$ cat config.mk
export PLATFORM = sky130hd
export DESIGN_NAME = dma_priority
export DESIGN_NICKNAME = d
export VERILOG_FILES = /design/src/rtl/dma_pkg.sv /design/src/rtl/dma_pri_arbiter.sv /design/src/rtl/dma_priority.sv
export SDC_FILE = /design/constraint.sdc
export NUM_CORES = 1
export LEC_CHECK = 0
export BUFFER_PORTS_ARGS = -buffer_cell sky130_fd_sc_hd__buf_2
export CAP_MARGIN = 20
export CORE_UTILIZATION = 30
export DETAILED_ROUTE_END_ITERATION = 12
export GPL_TIMING_DRIVEN = 0
export PLACE_DENSITY = 0.55
export REMOVE_ABC_BUFFERS = 1
export SYNTH_ARGS = -nofsm -noshare
export SYNTH_HDL_FRONTEND = slang
export SYNTH_SLANG_ARGS = --single-unit
$ cat constraint.sdc
create_clock -name CLK -period 2.6 [get_ports CLK]
set_input_delay 0.65 -clock CLK [delete_from_list [all_inputs] [get_ports CLK]]
set_output_delay 0.65 -clock CLK [all_outputs]
set_load 0.005 [all_outputs]
$ cat src/rtl/dma_pkg.sv
// rtl/dma_pkg.sv - shared types and command-register bit positions for the DMA priority block
package dma_pkg;

  typedef enum logic [1:0] {
    IDLE    = 2'd0,
    REQ     = 2'd1,
    ACTIVE  = 2'd2,
    RELEASE = 2'd3
  } dma_state_e;

  localparam int CMD_DISABLE_BIT   = 2;
  localparam int CMD_ROT_PRI_BIT   = 4;
  localparam int CMD_DREQ_LOW_BIT  = 6;
  localparam int CMD_DACK_HIGH_BIT = 7;

endpackage

$ cat src/rtl/dma_pri_arbiter.sv
// rtl/dma_pri_arbiter.sv - combinational 4-way fixed/rotating priority arbiter
module dma_pri_arbiter (
  input  logic [3:0] pending,
  input  logic [1:0] ptr,
  input  logic       rot,
  output logic [1:0] grant,
  output logic       grant_valid
);

  logic [1:0] base;
  logic [1:0] idx;

  // Walk offsets from the far end so the nearest pending channel to base wins last.
  always_comb begin
    grant       = 2'd0;
    grant_valid = 1'b0;
    base        = rot ? ptr : 2'd0;
    idx         = 2'd0;
    for (int i = 3; i >= 0; i--) begin
      idx = base + 2'(i);
      if (pending[idx]) begin
        grant       = idx;
        grant_valid = 1'b1;
      end
    end
  end

endmodule

$ cat src/rtl/dma_priority.sv
// rtl/dma_priority.sv - DREQ synchronisation, HRQ/HLDA handshake FSM and DACK grant for the DMA controller
module dma_priority
  import dma_pkg::*;
#(
  parameter int SYNC_STAGES = 2
) (
  input  logic       CLK,
  input  logic       RESET_N,
  input  logic [3:0] DREQ,
  input  logic       HLDA,
  input  logic [3:0] mask,
  input  logic [3:0] sw_req,
  input  logic       cmd_disable,
  input  logic       cmd_rot_pri,
  input  logic       cmd_dreq_low,
  input  logic       cmd_dack_high,
  input  logic       xfer_done,
  output logic       HRQ,
  output logic [3:0] DACK,
  output logic [1:0] active_ch,
  output logic       ch_valid
);

  logic [SYNC_STAGES-1:0][3:0] sync_q;
  logic [3:0]                  req_hw;
  logic [3:0]                  pending;
  logic [1:0]                  grant;
  logic                        grant_valid;
  logic [1:0]                  ptr_q;
  logic [1:0]                  active_ch_q;
  logic [3:0]                  dack_act;
  logic                        svc_end;
  dma_state_e                  state_q;
  dma_state_e                  state_d;

  always_ff @(posedge CLK or negedge RESET_N) begin
    if (!RESET_N) sync_q <= '0;
    else          sync_q <= {sync_q[SYNC_STAGES-2:0], DREQ};
  end

  assign req_hw  = sync_q[SYNC_STAGES-1] ^ {4{cmd_dreq_low}};
  assign pending = (req_hw & ~mask) | sw_req;

  dma_pri_arbiter u_arb (
    .pending     (pending),
    .ptr         (ptr_q),
    .rot         (cmd_rot_pri),
    .grant       (grant),
    .grant_valid (grant_valid)
  );

  // Losing HLDA mid-service ends the service exactly like xfer_done.
  assign svc_end = xfer_done || !HLDA;

  always_ff @(posedge CLK or negedge RESET_N) begin
    if (!RESET_N) state_q <= IDLE;
    else          state_q <= state_d;
  end

  always_comb begin
    state_d = state_q;
    case (state_q)
      IDLE:    if (|pending && !cmd_disable && !HLDA) state_d = REQ;
      REQ:     if (HLDA && grant_valid)               state_d = ACTIVE;
               else if (!grant_valid)                 state_d = RELEASE;
      ACTIVE:  if (svc_end)                           state_d = RELEASE;
      RELEASE: if (!HLDA)                             state_d = IDLE;
      default:                                        state_d = IDLE;
    endcase
  end

  always_ff @(posedge CLK or negedge RESET_N) begin
    if (!RESET_N) begin
      active_ch_q <= 2'd0;
      ptr_q       <= 2'd0;
    end else begin
      if (state_q == REQ && HLDA && grant_valid) active_ch_q <= grant;
      // Completed channel drops to lowest priority in rotating mode.
      if (state_q == ACTIVE && svc_end && cmd_rot_pri) ptr_q <= active_ch_q + 2'd1;
    end
  end

  always_comb begin
    HRQ       = (state_q == REQ) || (state_q == ACTIVE);
    ch_valid  = (state_q == ACTIVE);
    active_ch = active_ch_q;
    dack_act  = ch_valid ? (4'b0001 << active_ch_q) : 4'b0000;
    DACK      = cmd_dack_high ? dack_act : ~dack_act;
  end

endmodule

==> results.txt, run 1 <==
The insertion delay to the later sink of the worst-skew pair came out at approximately 0.28 ns. The total I/O pin count is 28. The critical path arrival came out at roughly 1.6 ns.

Setup repair after global routing left no endpoint under its margin. In this run, CTS created clock tree buffers numbering 3. The total count of max-transition violations in the final report came out at 0. In this run the post-CTS setup repair buffer count came out at 0. In the layout the commonest cells are sky130_fd_sc_hd__buf_2, sky130_fd_sc_hd__dfrtp_1, sky130_fd_sc_hd__inv_1, sky130_fd_sc_hd__ha_1, sky130_fd_sc_hd__nand2_1. The clock-pin slew on the worst setup and hold paths came out at approximately 0.080 ns.

The effective utilization at floorplan is around a third. Dividing the final minimum period by the clock period gives between 80% and 90%. Summed over all failing endpoints, the final setup total negative slack is 0 ns. The power density relative to cell area came out at 856 mW/mm^2. The first global-routing pass estimated 3.04 mm of wire. The residual antenna-violating net count after detailed routing is 0.

The number of antenna violations at the first check in global routing is 0. The number of setup violations in the final report came out at 0. In the routed layout, each cell is associated on average with a via count of approximately 5. The worst slew margin relative to its limit is between 60% and 70%. The commonest non-fill, non-tap cell in the layout is sky130_fd_sc_hd__buf_2. The number of instances in the synthesized netlist is just under 90. The cell sitting at the root of the clock tree is a sky130_fd_sc_hd__clkbuf_4. The initial detailed-routing violation count came out at 21. The synthesized area per cell is between 10 and 15 sq um. TritonCTS built the clock tree.

The highest cell delay on the worst timing path came out at about 0.41 ns. The overall die width came out at about 57 microns. The clock arrives with between 0.001 and 0.0015 ns of skew.

The signal on the critical path passes through inv_1 -> ha_1 -> nand2_1 -> xor2_1 -> buf_2. The start-to-end type of the worst setup path is flip-flop to output pin. The pin slew with the least headroom to its limit is between 0.4 and 0.5 ns. The number of global-route vias before repair came to about 730. After the last flow step, the layout net total stands at 150. STA classifies the critical path endpoint as an output pin. The clock sink total came out at 14.

The final standard cell count with taps included and fillers excluded is 151. The synthesized cell area came out at roughly 920 sq um. The cell taking the most area after synthesis is sky130_fd_sc_hd__dfrtp_1.

The max-cap check violation count came out at 0. The critical path required time came out at ~2.0 ns. The maximum operating frequency is 455 MHz. The flow ran to the end, but the final reports show violations.

The total count of hold-check failures in the final report is 0. Among all stages on the critical path, the largest delay is contributed by sky130_fd_sc_hd__dfrtp_1. The post-detailed-route wirelength per cell is roughly 12 microns. The total instance count after detailed placement came out at between 100 and 150.

The path category of the worst min-delay check is primary input to asynchronous set/reset pin. The cts-stage hold buffer count came out at 0. The final period demand of the worst path is 2.20 ns. After clock tree synthesis, the repair step resized 0 gates. The synthesis-to-finish area growth is 22.9%. The final reports fail on DRC. The ratio of cells with drive above 1 in the final layout is a little under a third.

The global-route congestion overflow total is 0. The weighted congestion reported at the end of routability-driven placement came out at 0.825. The warning count from the yosys run came out at 0. On the critical path the largest part of the delay comes from flip-flops. The total iterations of the first detailed-routing run is 8.

The largest driver fanout on the critical path came out at 7. The antenna cell count is 0. The full die area is roughly 0.0033 sq mm. The total track usage is between 10% and 20%. After floorplanning, the core was sized to cover 0.00283 sq mm. The static leakage power came out at between 0.5 and 0.6 nW. The count of unresolved DRC violations after routing came out at 4. The share of synthesized area in the top cell type comes to between 30% and 40%. The pin count of the biggest net entering global routing came out at 15.

Synthesis inferred 14 register bits. The critical path contains buffers and inverters numbering 2 combined. The part of the Yosys area used for sequential elements is 38.2%. The buffer levels on the longest clock path came out at 2. The worst-case IR drop observed on VDD is ~0.33 mV. The number of H-tree branching levels came out at 1.

Sorting the synthesized cells by area gives the leading types as sky130_fd_sc_hd__dfrtp_1, sky130_fd_sc_hd__ha_1, sky130_fd_sc_hd__xor2_1. The overall die height is between 50 and 60 microns. The count of standard-cell rows is 19. The vias after detailed routing is 758.

The number of port buffers is 27. The detailed-placement wirelength estimate came out at approximately 1.5 mm. After detailed routing, the total wire length is about 1.8 mm. The worst setup path is launched from a flip-flop.

The number of library cell types mapped by synthesis came out at 32.
[report_power, final]
| part | total, mW | internal, mW | switching (mW) |
|---|---|---|---|
| sequential | 0.340 | 0.272 | 0.0683 |
| clock | 0.156 | 0.0852 | 0.0707 |
| combinational | 0.469 | 0.239 | 0.230 |
[cells by family after synthesis]
logic type               share of synthesized area, %
AND/OR/NAND/NOR                                  7.78
AO/OA/AOI/OAI                                    28.0
XOR/XNOR                                         7.64
adder cells (fa/ha/maj)                          12.3
buffers and inverters                            3.68
flip-flops                                       38.2
multiplexers                                     2.46
[routing by layer]
layer | global-route usage [%] | share of wire [%] | up-vias
met5 | 0 | 0 | -
met4 | 2.79 | 0 | 0
met3 | 4.76 | 5.4 | 0
met2 | 20.7 | 48 | 24
met1 | 14.6 | 47 | 352
li1 | - | - | 382
[synthesized netlist by cell type, drive strengths merged]
cell type  number
o21bai          2
o22ai           1
a22o            1
a31oi           2
and2            3
a2111oi         2
nor2b           1
dfrtp          14
nand4           1
xnor2           2
ha              9
inv             9
a41oi           1
a32oi           2
o21ai           5
a21oi           5
nor2            2
o21ba           1
mux2            2
o21a            2
nand2           7
or2             1
xor2            6
a2bb2o          1
a211oi          2
a41o            1
o211ai          2
a221o           1
a2111o          1
[cell type report]
type,instances,area [sq um]
clock buffer,4,36.3
timing repair buffer,27,135
fill,302,1700
multi-input combinational,66,533
sequential,14,350
inverter,9,33.8
tap,31,38.8
[state kept, by name, summed over array words and instances (netlist names)]
name	count
sync_q	8
active_ch	2
ptr_q	2
state_q	2
[metrics by stage]
step / utilization [%] / setup WS (ns) / power, mW / instance area, sq um / hold slack [ns]
2_1_floorplan: - / 0.730 / 0.666 / 917 / 0.331
3_3_place_gp: 38.6 / 0.384 / 0.802 / 1090 / 0.334
3_5_place_dp: 38.6 / 0.355 / 0.816 / 1090 / 0.337
4_1_cts: 39.8 / 0.370 / 0.978 / 1130 / 0.255
5_1_grt: 39.8 / 0.216 / 1.05 / 1130 / 0.259
6_report: 39.8 / 0.404 / 0.965 / 1130 / 0.253
[worst paths after layout]
| check | startpoint | end | slack [ns] | cells past startpoint |
|---|---|---|---|---|
| min in group CLK | sync_q[2] | sync_q[6] | 0.35 | 0 |
| min | RESET_N | ptr_q[0] | 0.25 | 1 |
| max reg2reg | state_q[0] | state_q[0] | 0.74 | 6 |
| min reg2reg | sync_q[2] | sync_q[6] | 0.35 | 0 |
| max | state_q[0] | DACK[1] | 0.40 | 5 |
| max in group asynchronous | RESET_N | sync_q[0] | 2.10 | 1 |
(Power assumes the default switching activity.)
==> run 2, diff against run 1 <==
ABC_AREA = 1   (was unset)
clock period = 2.1 ns   (was 2.6 ns; I/O delays follow)
==> run 2 against run 1 <==
Effect of this change: the flow now finishes without violations; critical path depth unchanged; critical endpoint is now DACK[2]; combinational power grew 32%; largest power group unchanged; power rose by 26%; utilization about the same; critical path type unchanged.
==> results.txt, run 2 <==
Outcome: finished clean (was complete, but fails checks). The final standard cell count with taps included and fillers excluded is 208 (was 151). The largest driver fanout on the critical path came to 7 (unchanged). The post-layout utilization of the core came out at 39.9% (was 39.8%). The total CTS buffers came out at 3 (unchanged). The flip-flop count of the largest register after layout came out at 8 (unchanged). The maximum operating frequency is between 500 and 600 MHz. The final period demand of the worst path came out at roughly 1.9 ns.

The total negative slack is 0 ns (unchanged). The overall die height is 59.4 microns (was 57.3 microns). The pin slew with the least headroom to its limit is 0.314 ns (was 0.478 ns). The full die area is 0.00353 sq mm (was 0.00328 sq mm). The area of the core came out at 0.00308 sq mm (was 0.00283 sq mm). The clock-pin slew on the worst setup and hold paths was 0.08 ns (about the same).

The power density relative to cell area is 990 mW/mm^2 (was 856 mW/mm^2). The clock tree root driver cell is sky130_fd_sc_hd__clkbuf_4 (unchanged). The total count of hold-check failures in the final report was 0 (unchanged). The smallest hold slack came out at 0.122 ns (was 0.253 ns).

The share of synthesized registers carrying an async set or reset is 100% (unchanged). The count of unresolved DRC violations after routing is 0 (was 4). The share of Yosys cell area claimed by the top area cell type was 35.4% (was 38.2%). The global-route congestion overflow total is 0 (unchanged). The register name with the most flops was sync_q (unchanged). The post-detailed-route wirelength per cell came out at 9.43 microns (was 12.2 microns). The buffer and inverter count on the worst path is 2 (unchanged). The register bit total from synthesis is 14 (unchanged). Crit-path cells: inv_1 -> ha_4 -> nand2_1 -> xor2_1 -> buf_2 (was inv_1 -> ha_1 -> nand2_1 -> xor2_1 -> buf_2). Commonest cells after routing, fill and taps aside: sky130_fd_sc_hd__nand2_1, sky130_fd_sc_hd__buf_2, sky130_fd_sc_hd__inv_1, sky130_fd_sc_hd__nand3_1, sky130_fd_sc_hd__dfrtp_1 (was sky130_fd_sc_hd__buf_2, sky130_fd_sc_hd__dfrtp_1, sky130_fd_sc_hd__inv_1, sky130_fd_sc_hd__ha_1, sky130_fd_sc_hd__nand2_1). The warning count from the yosys run came out at 0 (unchanged). The synthesis-to-finish area growth came out at 24.2% (was 22.9%). The switching share of power is 41.7% (was 38.2%). The number of library cell types mapped by synthesis is 21 (was 32). The most frequent cell after synthesis is sky130_fd_sc_hd__nand2_1 (was sky130_fd_sc_hd__dfrtp_1). The vias after detailed routing came to 907 (was 758). The clock sink total came to 14 (unchanged). The total routed wirelength is 1.96 mm (was 1.85 mm).

The critical path arrival came out at 1.41 ns (was 1.55 ns). The total count of max-transition violations in the final report came out at 0 (unchanged). The worst slew margin relative to its limit is 79.1% (was 68.1%). The detailed-placement wirelength estimate came to 1.64 mm (was 1.48 mm).

The peak supply drop is 0.481 mV (was 0.325 mV). The start-to-end type of the worst setup path is flip-flop to output pin (unchanged). The weighted congestion reported at the end of routability-driven placement is 0.723 (was 0.825).

The cell internal power dissipation is 709 uW (was 596 uW). The synthesized cell area was 988 sq um (was 917 sq um). The launching instance or port of the critical path is state_q[0] (unchanged). The largest delay contributor family on the critical path was flip-flops (unchanged). The ratio of cells with drive above 1 in the final layout was 25.0% (was 31.7%). The count of standard-cell rows is 20 (was 19). The buffer levels on the longest clock path was 2 (unchanged). The per-cell via count in the routed design is 4.36 (was 5.02).

The number of H-tree branching levels is 1 (unchanged). The clock tree from TritonCTS is built (unchanged). The reg-to-reg critical path endpoint is active_ch[0] (was state_q[0]). The combinational cell fraction of total power came out at 50.8% (was 48.6%). The pin count of the biggest net entering global routing is 15 (unchanged).

Most common library cells after synthesis: sky130_fd_sc_hd__nand2_1, sky130_fd_sc_hd__inv_1, sky130_fd_sc_hd__nand3_1, sky130_fd_sc_hd__dfrtp_1, sky130_fd_sc_hd__ha_1 (was sky130_fd_sc_hd__dfrtp_1, sky130_fd_sc_hd__ha_1, sky130_fd_sc_hd__inv_1, sky130_fd_sc_hd__nand2_1, sky130_fd_sc_hd__xor2_1). The total I/O pin count is 28 (unchanged). The number of instances in the synthesized netlist is 133 (was 89). The overall die width is 59.4 microns (was 57.3 microns). The path category of the worst min-delay check is primary input to asynchronous set/reset pin (unchanged). Ranking of synthesized cells by area: sky130_fd_sc_hd__dfrtp_1, sky130_fd_sc_hd__nand2_1, sky130_fd_sc_hd__ha_1 (was sky130_fd_sc_hd__dfrtp_1, sky130_fd_sc_hd__ha_1, sky130_fd_sc_hd__xor2_1).

The post-CTS repair timing setup buffer count was 0 (unchanged). The number of setup violations in the final report is 0 (unchanged). Setup repair after global routing missed its margin: no (unchanged). The number of enable flip-flop cells after synthesis is 0 (unchanged).

The commonest non-fill, non-tap cell in the layout is sky130_fd_sc_hd__nand2_1 (was sky130_fd_sc_hd__buf_2). The max-cap check violation count came out at 0 (unchanged). The total iterations of the first detailed-routing run is 6 (was 8). The total instance count after detailed placement was 204 (was 147). The switching power came out at 507 uW (was 369 uW). The total track usage is 13.0% (was 12.2%). The number of antenna violations at the first check in global routing came out at 0 (unchanged). The number of global-route vias before repair is 826 (was 725). The effective utilization at floorplan is 32.1% (was 32.4%).

The quantity of gates resized following cts came out at 0 (unchanged). The number of fill cells in the layout came out at 324 (was 302). The highest-delay cell along the critical path is sky130_fd_sc_hd__dfrtp_1 (unchanged).

The setup slack of the most critical reg-to-reg path is 0.63 ns (was 0.74 ns). The static leakage power is 0.687 nW (was 0.531 nW). The number of port buffers came out at 27 (unchanged). The initial detailed-routing violation count is 16 (was 21). The clock skew after layout is 0.00636 ns (was 0.00108 ns). The dominant register cell in the synthesized netlist is sky130_fd_sc_hd__dfrtp_1 (unchanged).

The launching point of the worst reg2reg path is ptr_q[0] (was state_q[0]). The cts-stage hold buffer count was 0 (unchanged). After layout, the worst path uses between 90% and 100% of the clock period.

The number of cells on the worst reg-to-reg path is 13 (was 6). The highest cell delay on the worst timing path came out at 0.43 ns (was 0.41 ns). The synthesized area per cell came to 7.43 sq um (was 10.3 sq um). The residual antenna-violating net count after detailed routing was 0 (unchanged). The global-route wire length before repair was 3.37 mm (was 3.04 mm).

The antenna cell count came out at 0 (unchanged). The capturing element type of the critical path was an output pin (unchanged). The insertion delay to the later sink of the worst-skew pair came out at 0.28 ns (about the same). The part of the power in the clock network came out at 15.7% (was 16.2%). The cell taking the most area after synthesis is sky130_fd_sc_hd__dfrtp_1 (unchanged). The proportion of power drawn by flip-flops and latches is 33.5% (was 35.3%). The critical path required time is 1.57 ns (was 1.95 ns). The part of the Yosys area used for sequential elements came out at 35.4% (was 38.2%).

The final-stage net count came out at 194 (was 150). The sort of element at the start of the critical path is a flip-flop (unchanged).
-- run 2: kinds of logic (layout without fill, tap and decap cells) --
logic type      Yosys count  count (layout)  synth area share (%)
compound gates           16              16                  10.0
xor+xnor                  4               4                  3.54
flops                    14              14                  35.4
buf+inv                  27              58                  10.5
simple gates             62              62                  28.0
fa+ha+maj                 9               9                  11.4
mux                       1               1                  1.14
-- run 2: power groups by stage --
stage / Clock (mW) / Sequential [mW] / Combinational (mW)
floorplan: 0 / 0.394 / 0.434
global placement: 0 / 0.404 / 0.599
detailed placement: 0 / 0.409 / 0.610
CTS: 0.201 / 0.404 / 0.614
global route: 0.211 / 0.419 / 0.726
finish: 0.191 / 0.407 / 0.617
-- run 2: per-stage QoR --
step	total power [mW]	cell area (sq um)	setup slack, ns
after floorplan	0.828	988	0.569
after global placement	1.00	1180	0.382
after detailed placement	1.02	1180	0.329
after CTS	1.22	1210	0.00924
after global routing	1.36	1230	0.0160
final	1.22	1230	0.163
-- run 2: layout make-up --
class / instances / area, sq um / share of cell area (%)
clock buffer: 4 / 36.3 / 2.96
tap: 44 / 55.1 / 4.49
timing repair buffer: 27 / 135 / 11.0
multi-input combinational: 92 / 547 / 44.5
sequential: 14 / 350 / 28.5
inverter: 27 / 104 / 8.46
-- run 2: routing by layer --
metal  GRT usage, %  routed length (microns)
met5              0                        0
met4           7.14                       31
met1           15.2                      874
met3           2.62                       67
met2           22.2                      987
-- run 2: worst max path at each step --
stage,to,depth (start not counted)
6_report,DACK[2],5
5_1_grt,DACK[2],5
4_1_cts,DACK[2],5
3_5_place_dp,DACK[2],5
3_3_place_gp,DACK[0],5
2_1_floorplan,DACK[0],4
